## src/rtl/sa_result_drain_if.sv

```systemverilog
// Serialized result stream carrying one column of one result vector per beat.
interface sa_result_drain_if #(
    parameter int OUTWIDTH = 32,
    parameter int COLW     = 3
);
    logic [OUTWIDTH-1:0] m_data;
    logic [COLW-1:0]     m_col;
    logic                m_last;
    logic                m_valid;
    logic                m_ready;

    modport master (
        output m_data,
        output m_col,
        output m_last,
        output m_valid,
        input  m_ready
    );

    modport slave (
        input  m_data,
        input  m_col,
        input  m_last,
        input  m_valid,
        output m_ready
    );
endinterface

```

## src/rtl/sa_result_drain.sv

```systemverilog
// Drain stage for the systolic array core: captures complete result vectors
// into a small vector FIFO, acknowledges each capture with a one-cycle
// outread pulse, and serializes buffered vectors one column per beat with
// optional ReLU clamping.
//
// state | meaning
// ------+------------------------------------------------------------
// IDLE  | no buffered vector, stream output idle
// SEND  | presenting word col_q of slot rd_ptr_q on the stream
module sa_result_drain #(
    parameter  int ROWS     = 8,
    parameter  int OUTWIDTH = 32,
    parameter  int DEPTH    = 2,
    localparam int COLW     = (ROWS > 1) ? $clog2(ROWS) : 1,
    localparam int CNTW     = $clog2(DEPTH + 1)
) (
    input  logic                clk,
    input  logic                rstn,
    input  logic [OUTWIDTH-1:0] rinport [0:ROWS-1],
    input  logic [0:ROWS-1]     rvalidport,
    output logic                outread,
    input  logic                relu_en,
    output logic [CNTW-1:0]     vcount,
    sa_result_drain_if.master   m
);

    localparam int PTRW = (DEPTH > 1) ? $clog2(DEPTH) : 1;

    localparam logic [0:0] ST_IDLE = 1'b0;
    localparam logic [0:0] ST_SEND = 1'b1;

    localparam logic [COLW-1:0] COL_LAST = COLW'(ROWS - 1);
    localparam logic [PTRW-1:0] PTR_LAST = PTRW'(DEPTH - 1);
    localparam logic [CNTW-1:0] CNT_FULL = CNTW'(DEPTH);

    logic [OUTWIDTH-1:0] mem_q [0:DEPTH-1][0:ROWS-1];

    logic [0:0]          state_q,  state_d;
    logic [PTRW-1:0]     wr_ptr_q, wr_ptr_d;
    logic [PTRW-1:0]     rd_ptr_q, rd_ptr_d;
    logic [COLW-1:0]     col_q,    col_d;
    logic [CNTW-1:0]     vcount_q, vcount_d;
    logic                outread_q;
    logic                holdoff_q;

    logic                push;
    logic                pop;
    logic                sending;
    logic                beat;
    logic [OUTWIDTH-1:0] rd_word;

    function automatic logic [PTRW-1:0] ptr_inc(input logic [PTRW-1:0] p);
        return (p == PTR_LAST) ? '0 : p + PTRW'(1);
    endfunction

    // Capture/pop decisions and next-state for pointers, column and occupancy.
    // Fullness is judged on the registered count only, so a pop never frees
    // a slot for a push in the same cycle.
    always_comb begin
        sending  = (state_q == ST_SEND);
        beat     = sending && m.m_ready;
        push     = (&rvalidport) && (vcount_q < CNT_FULL) && !holdoff_q;
        pop      = beat && (col_q == COL_LAST);

        wr_ptr_d = push ? ptr_inc(wr_ptr_q) : wr_ptr_q;
        rd_ptr_d = pop  ? ptr_inc(rd_ptr_q) : rd_ptr_q;

        col_d = col_q;
        if (beat) begin
            col_d = (col_q == COL_LAST) ? '0 : col_q + COLW'(1);
        end

        vcount_d = vcount_q;
        if (push && !pop) begin
            vcount_d = vcount_q + CNTW'(1);
        end else if (pop && !push) begin
            vcount_d = vcount_q - CNTW'(1);
        end

        // Looking at the post-update count lets a capture into an empty FIFO
        // start streaming in the very next cycle, and lets back-to-back
        // vectors stream without a bubble.
        state_d = state_q;
        case (state_q)
            ST_IDLE: state_d = (vcount_d != '0) ? ST_SEND : ST_IDLE;
            ST_SEND: state_d = (vcount_d != '0) ? ST_SEND : ST_IDLE;
            default: state_d = ST_IDLE;
        endcase
    end

    // Control registers; outread and holdoff both mark the cycle after a capture.
    always_ff @(posedge clk or negedge rstn) begin
        if (!rstn) begin
            state_q   <= ST_IDLE;
            wr_ptr_q  <= '0;
            rd_ptr_q  <= '0;
            col_q     <= '0;
            vcount_q  <= '0;
            outread_q <= 1'b0;
            holdoff_q <= 1'b0;
        end else begin
            state_q   <= state_d;
            wr_ptr_q  <= wr_ptr_d;
            rd_ptr_q  <= rd_ptr_d;
            col_q     <= col_d;
            vcount_q  <= vcount_d;
            outread_q <= push;
            holdoff_q <= push;
        end
    end

    // Vector storage; a whole ROWS-wide vector lands in one slot per capture.
    always_ff @(posedge clk or negedge rstn) begin
        if (!rstn) begin
            for (int s = 0; s < DEPTH; s++) begin
                for (int c = 0; c < ROWS; c++) begin
                    mem_q[s][c] <= '0;
                end
            end
        end else if (push) begin
            for (int c = 0; c < ROWS; c++) begin
                mem_q[wr_ptr_q][c] <= rinport[c];
            end
        end
    end

    // Stream outputs; the read slot is never the write slot while sending,
    // so the presented word holds steady under backpressure.
    always_comb begin
        rd_word   = mem_q[rd_ptr_q][col_q];
        m.m_valid = sending;
        m.m_col   = col_q;
        m.m_last  = sending && (col_q == COL_LAST);
        m.m_data  = '0;
        if (sending && !(relu_en && rd_word[OUTWIDTH-1])) begin
            m.m_data = rd_word;
        end
    end

    assign outread = outread_q;
    assign vcount  = vcount_q;

endmodule

```

## src/flat_wrapper.sv

```systemverilog
// flat-port wrapper written by rule: the top's interface ports become plain ports
module sa_result_drain_flat 
#(
    parameter  int ROWS     = 8,
    parameter  int OUTWIDTH = 32,
    parameter  int DEPTH    = 2,
    localparam int COLW     = (ROWS > 1) ? $clog2(ROWS) : 1,
    localparam int CNTW     = $clog2(DEPTH + 1)
)
  (clk, rstn, rinport, rvalidport, outread, relu_en, vcount, m_m_data, m_m_col, m_m_last, m_m_valid, m_m_ready);
  sa_result_drain_if #(.OUTWIDTH(OUTWIDTH), .COLW((3))) m_i ();
  input  logic clk;
  input  logic rstn;
  input  logic [OUTWIDTH-1:0] rinport[0:ROWS-1];
  input  logic [0:ROWS-1] rvalidport;
  output logic outread;
  input  logic relu_en;
  output logic [CNTW-1:0] vcount;
  output wire logic [$bits(m_i.m_data)-1:0] m_m_data;
  output wire logic [$bits(m_i.m_col)-1:0] m_m_col;
  output wire logic [$bits(m_i.m_last)-1:0] m_m_last;
  output wire logic [$bits(m_i.m_valid)-1:0] m_m_valid;
  input wire logic [$bits(m_i.m_ready)-1:0] m_m_ready;
  assign m_m_data = m_i.m_data;
  assign m_m_col = m_i.m_col;
  assign m_m_last = m_i.m_last;
  assign m_m_valid = m_i.m_valid;
  assign m_i.m_ready = m_m_ready;
  sa_result_drain #(.ROWS(ROWS), .OUTWIDTH(OUTWIDTH), .DEPTH(DEPTH)) u_core (.clk(clk), .rstn(rstn), .rinport(rinport), .rvalidport(rvalidport), .outread(outread), .relu_en(relu_en), .vcount(vcount), .m(m_i));
endmodule
```

## config.mk

```make
export PLATFORM = sky130hd
export DESIGN_NAME = sa_result_drain_flat
export DESIGN_NICKNAME = d
export VERILOG_FILES = /design/src/rtl/sa_result_drain_if.sv /design/src/rtl/sa_result_drain.sv /design/src/flat_wrapper.sv
export SDC_FILE = /design/constraint.sdc
export NUM_CORES = 1
export LEC_CHECK = 0
export CAP_MARGIN = 0
export CORE_MARGIN = 1.5
export CORE_UTILIZATION = 49
export CTS_BUF_LIST = sky130_fd_sc_hd__clkbuf_8
export DETAILED_ROUTE_END_ITERATION = 6
export PLACE_DENSITY = 0.72
export SLEW_MARGIN = 20
export SYNTH_ARGS = -nofsm -noshare
export SYNTH_HDL_FRONTEND = slang
export SYNTH_SLANG_ARGS = --single-unit
```

## constraint.sdc

```tcl
create_clock -name clk -period 2.6 [get_ports clk]
set_input_delay 0.26 -clock clk [delete_from_list [all_inputs] [get_ports clk]]
set_output_delay 0.26 -clock clk [all_outputs]
set_load 0.03 [all_outputs]
```

---- Word-level counts from Yosys, hierarchy flattened ----
Cells that the tools add are included.
word-level totals
  flip-flop bits (word level) ............. 521
  bits in latches ......................... 0
  bits in writable memories ............... 0
  ROM bits ................................ 0
  input port bits ......................... 268
  output and inout bits ................... 40
  word-level logic and storage cells ...... 89
  memories ................................ 0
operators by class
  add/subtract/negate cells ............... 5
  $mul .................................... 0
  div/mod/pow operators ................... 0
  $lt $le $gt $ge ......................... 5
  equal/unequal tests ..................... 1
  shift-type cells ........................ 0
  mux-type cells .......................... 37
  bitwise gates (word level) .............. 3
  reduce and logical (&&, ||, !) cells .... 16
operators with widths
  cell                   number
  $bwmux W512            8
  $demux W256 S1         8
  $mux W256              4
  $mux W224              1
  $mux W192              1
  $mux W160              1
  $mux W128              1
  $mux W32               4
  $bmux W32 S3           1
  $mux W96               1
  $mux W64               1
  $logic_and A1 B1 Y1    10
  $reduce_and A8 Y1      1
  $ge A2 B2 Y1 const B   2
  $ge A4 B4 Y1 const B   1
  $logic_not A1 Y1       4
  $mux W2                2
  $not A1 Y2             2
  $not A3 Y4             1
  $add A3 B1 Y3 const B  1
  $eq A3 B3 Y1 const B   1
  $mux W1                3
  $mux W3                1
  $add A1 B1 Y1 const B  2
  other kinds (5)        5

---- Logic depth before layout (Yosys ltp) ----
  depth after elaboration ................. 13
  depth in mapped cells ................... 8
  depth with buffers taken out ............ 6

---- Worst setup path after synthesis ----
No wires, ideal clock.
  kind .................................... register -> output
  start point ............................. register u_core.col_q[0] (netlist: u_core.m.m_col[0])
  end point ............................... output port m_m_data[0]
  data arrival time ....................... 2.564 ns
  required time ........................... 2.340 ns
  setup slack ............................. -0.224 ns
  stages on the path, launching flop included .. 8
  path buffers ............................ 3
  path through ............................ dfrtp_1 -> clkbuf_1 -> mux4_2 -> nand2b_1 -> and4_1 -> buf_1 -> clkbuf_1 -> nor3b_1
between the ends
  word-level cells in the longest chain between the ends .. 8
ends and longest elaborated chain
  element                                        RTL line                RTL
  from (decl)                                    sa_result_drain.sv:41   logic [COLW-1:0] col_q, col_d;
  from (signal assigned)                         sa_result_drain.sv:105  col_q <= col_d;
  $not A3 Y4 (not written as such) *             sa_result_drain.sv:130  rd_word = mem_q[rd_ptr_q][col_q];
  $bmux W32 S3 *                                 sa_result_drain.sv:130
  $mux W32 (not written as such) * (2 in a row)  sa_result_drain.sv:130
  $logic_and A1 B1 Y1                            sa_result_drain.sv:135  if (sending && !(relu_en && rd_word[OUTWIDTH-1])) begin
  $logic_not A1 Y1                               sa_result_drain.sv:135
  $logic_and A1 B1 Y1                            sa_result_drain.sv:135
  $mux W32 *                                     sa_result_drain.sv:135
  to (decl)                                      flat_wrapper.sv:19      output wire logic [$bits(m_i.m_data)-1:0] m_m_data;
Every way passes the cells marked *; elsewhere a longest branch is shown, timed or not. The select of a mux whose other input is x is not followed.

---- Worst setup path after layout ----
  start point ............................. register u_core.rd_ptr_q
  end point ............................... output port m_m_data[17]
between the ends
  word-level cells in the longest chain between the ends .. 11
ends and longest elaborated chain
  element                                         RTL line                RTL
  from (decl)                                     sa_result_drain.sv:40   logic [PTRW-1:0] rd_ptr_q, rd_ptr_d;
  from (signal assigned)                          sa_result_drain.sv:104  rd_ptr_q <= rd_ptr_d;
  $not A1 Y2 (not written as such) *              sa_result_drain.sv:130
  $mux W256 (not written as such) * (3 in a row)  sa_result_drain.sv:130
  $bmux W32 S3 *                                  sa_result_drain.sv:130
  $mux W32 (not written as such) * (2 in a row)   sa_result_drain.sv:130
  $logic_and A1 B1 Y1                             sa_result_drain.sv:135
  $logic_not A1 Y1                                sa_result_drain.sv:135
  $logic_and A1 B1 Y1                             sa_result_drain.sv:135
  $mux W32 *                                      sa_result_drain.sv:135
Marked as above.

==> results_dict.tcl <==
set metrics [dict create \
    finalSetupViolCount 32 \
    setup.worst_path.end_class "output pin" \
    maxCapViolCount 0 \
    final_hold_viol_count 0 \
    finalInstanceArea_um2 30300 \
    timing.reg2reg.worst_path_depth 5 \
    dominantRegCellSynth "sky130_fd_sc_hd__dfrtp_1" \
    fmax_mhz 314 \
    synthesis.area_per_instance_um2 17.1 \
    cts_tree "yes" \
    io_buffers 307 \
    die_h_um 222 \
    place_area_um2 27600 \
    row_count 79 \
    clockRootBuffer "sky130_fd_sc_hd__clkbuf_8" \
    register_area_um2 13000 \
    synth_sequential_area_ratio 0.556 \
    layout.filler_cells 3379 \
    ys_seq_elements 521 \
    grt_ovf 0 \
    finalNetCount 2025 \
    groute.usage.overall 0.241 \
    timing.final.ws_setup_ns -0.582 \
    timing.critical_path.to "m_m_data[17]" \
    finalCoreUtilization 0.646 \
    power.density_cell_area_nw_per_um2 700 \
    reg2reg_launch_point "u_core.vcount[1]" \
    placedCellCount 2250 \
    unrepaired_setup_endpoints_after_global_routing "yes" \
    drt_first_iter_violations 744 \
    finalNonFillerCells 2436 \
    p_leak_uw 0.0147 \
    die-width_um 222 \
    worstPathBufferInverterCount 4 \
    fin_setup_tns_ns -16.59 \
    crit-reg2reg-capture "u_core.mem_q[334]" \
    worstMarginPinSlew_ns 0.673 \
    drt-total-wl_um 57700 \
    drv_slew 0 \
    clock_tree.buffer_depth 3 \
    crit_chain "buf_12, mux4_2, nand2b_4, a41o_4, buf_12, nor3b_4, buf_4, buf_12" \
    critPathMaxFanout 7 \
    final_weighted_congestion_of_routability_driven_global_placement 0.771 \
    hold_path.class "in -> async" \
    slowest_delay_ns 0.51 \
    drc 0 \
    htree_num_levels 3 \
    relSlewSlack 0.547 \
    period_minus_slack_ns 3.18 \
    wl_per_cell_um 23.7 \
    violations_in_the_final_reports "negative setup slack" \
    critical_path_cell_count 8 \
    r2r_setup_slack_ns 0.52 \
    clock_insertion_delay_worst_skew_ns 0.66 \
    synth.yosys.warnings 0 \
    critPathMostFrequentCell "sky130_fd_sc_hd__buf_12" \
    grt_pass1_vias 15400 \
    crit_arrival_ns 2.92 \
    layout-drive-gt1-share 0.247 \
    total_clock_buffers_created_by_cts 88 \
    synthesis.nets 1640 \
    synth_cell_types 33 \
    io_pins 308 \
    drt_pre_antenna_iters 4 \
    areaGrowthSynthToFinish_pct 29.1 \
    number_of_antenna_violations_at_the_first_check_in_global_routing 16 \
    critical_path_required_ns 2.34 \
    min_period_over_period 1.22 \
    multiInputGateArea_um2 10100 \
    ys_async_sr_fraction 1.00 \
    pin_count_of_the_biggest_net_entering_global_routing 83 \
    route.detailed.vias_per_inst 5.74 \
    clk_pin_slew_ns 0.06 \
    crit_slowest_cell "sky130_fd_sc_hd__mux4_2" \
    initial_core_util 0.501 \
    worst_path_dominant_cell_family "buffers and inverters" \
    ant_nets 0 \
    startpoint "u_core.rd_ptr_q" \
    start_kind "flop" \
    dp_hpwl_um 38000 \
    criticalPathCategory "reg -> out" \
    core_area_um2 46900 \
    vias 14000 \
    peakVddDrop_uv 423 \
    synth_edf_count 0 \
    status "complete, but fails checks" \
    synthesized_instance_count 1370 \
    first_pass_grt_wire_length_um 90700 \
    floorplan.die_area_um2 49200 \
    worst_clock_skew_ns 0.0217 \
    clock-sinks 521 \
    post-layout-total-power_uw 21200 \
    synthesis.area_um2 23500 \
]
==> layout make-up <==
class | count | share of cell area
flip-flops and latches | 521 | 0.431
multi-input cells | 746 | 0.335
repair buffers | 395 | 0.148
well taps | 607 | 0.0251
inverters | 3 | 0.000372
clock inverters | 34 | 0.00479
clock buffers | 121 | 0.0550
diodes | 9 | 0.000744
==> flip-flops by register name (all words and copies together), names as in the netlist <==
name / cells
u_core.mem_q: 512
u_core.m.m_col: 3
u_core.vcount: 2
u_core.m.m_valid: 1
u_core.outread: 1
u_core.rd_ptr_q: 1
u_core.wr_ptr_q: 1
==> worst register-to-register path, delay by kind of cell (launching register included) <==
| kind | cells | cell delay [ns] |
|---|---|---|
| buf+inv | 2 | 0.44 |
| simple gates | 2 | 0.69 |
| flops | 1 | 0.45 |
| mux | 1 | 0.38 |
==> logic make-up after synthesis <==
| family | count (synthesis) | share of synthesized area |
|---|---|---|
| and+or+nand+nor | 56 | 0.0163 |
| buffers and inverters | 103 | 0.0235 |
| muxes | 675 | 0.399 |
| adders and majority gates | 2 | 0.00107 |
| DFF | 521 | 0.556 |
| xor gates and xnor gates | 4 | 0.00149 |
| AOI/OAI and AO/OA | 9 | 0.00256 |
==> where the power goes <==
part	switching (µW)	internal (µW)	leakage [µW]
Combinational	2440	2560	0.00646
Sequential	272	8560	0.00717
Clock	3270	4110	0.00103
Total	5980	15200	0.0147
==> cells in the final DEF, fill, tap and decap left out, types with 11 or more instances in the layout <==
cell type                           n
sky130_fd_sc_hd__buf_12            33
sky130_fd_sc_hd__buf_16            11
sky130_fd_sc_hd__buf_4             49
sky130_fd_sc_hd__buf_6             14
sky130_fd_sc_hd__clkbuf_8         121
sky130_fd_sc_hd__clkdlybuf4s50_1  272
sky130_fd_sc_hd__dfrtp_1          518
sky130_fd_sc_hd__inv_1             28
sky130_fd_sc_hd__mux2_1           512
sky130_fd_sc_hd__mux4_2           157
sky130_fd_sc_hd__nor3b_2           13
sky130_fd_sc_hd__nor3b_4           15
==> worst min path at each step <==
stage | cells past startpoint | slack [ns] | end
after floorplan | 0 | -0.04 | u_core.m.m_col[0]
after global placement | 1 | 0.26 | u_core.mem_q[480]
after detailed placement | 1 | 0.26 | u_core.mem_q[480]
after CTS | 2 | 0.12 | u_core.mem_q[379]
after global routing | 2 | 0.15 | u_core.mem_q[480]
final | 2 | 0.15 | u_core.mem_q[480]
==> layer usage <==
metal  global-route usage  wire (µm)  part of all wire  up-vias
met5                    0        104            0.0018        -
met4               0.0851       1560             0.027       16
met3               0.0611       3230             0.056      120
met2                0.386      28300              0.49      380
met1                0.320      24500              0.42     7489
li1                     -          -                 -     5988
==> stage by stage <==
stage                     setup slack [ns]  hold slack, ns
after floorplan                     -0.224         -0.0356
after global placement              0.0368           0.262
after detailed placement            0.0371           0.263
after CTS                           -0.617           0.122
after global routing                -0.688           0.148
final                               -0.582           0.149
==> cells in the mapped netlist, types with 2 or more instances <==
cell type,count,share of area
sky130_fd_sc_hd__a21oi_1,3,0.00064
sky130_fd_sc_hd__buf_1,8,0.0013
sky130_fd_sc_hd__buf_2,54,0.012
sky130_fd_sc_hd__buf_6,13,0.0062
sky130_fd_sc_hd__clkbuf_1,25,0.0040
sky130_fd_sc_hd__dfrtp_1,521,0.56
sky130_fd_sc_hd__ha_1,2,0.0011
sky130_fd_sc_hd__inv_1,3,0.00048
sky130_fd_sc_hd__mux2_1,512,0.25
sky130_fd_sc_hd__mux2_2,2,0.00096
sky130_fd_sc_hd__mux2i_1,4,0.0017
sky130_fd_sc_hd__mux4_2,157,0.15
sky130_fd_sc_hd__nand2_1,3,0.00048
sky130_fd_sc_hd__nand2b_1,3,0.00080
sky130_fd_sc_hd__nand3_1,3,0.00064
sky130_fd_sc_hd__nand4_1,3,0.00080
sky130_fd_sc_hd__nor2_1,3,0.00048
sky130_fd_sc_hd__nor2b_1,2,0.00053
sky130_fd_sc_hd__nor3_1,2,0.00043
sky130_fd_sc_hd__nor3b_1,32,0.010
sky130_fd_sc_hd__xnor2_1,2,0.00075
sky130_fd_sc_hd__xor2_1,2,0.00075
==> timing repair <==
item / CTS / global route
hold endpoints to repair: 127 / 0
buffers inserted: 9 / 2
pin swaps: 5 / 8
gates cloned: 9 / 3
endpoints found under the setup margin: 34 / 32
gates resized for setup: 88 / 17
hold buffers: 1 / 0
No activity file was read; power rests on OpenSTA's default activity.
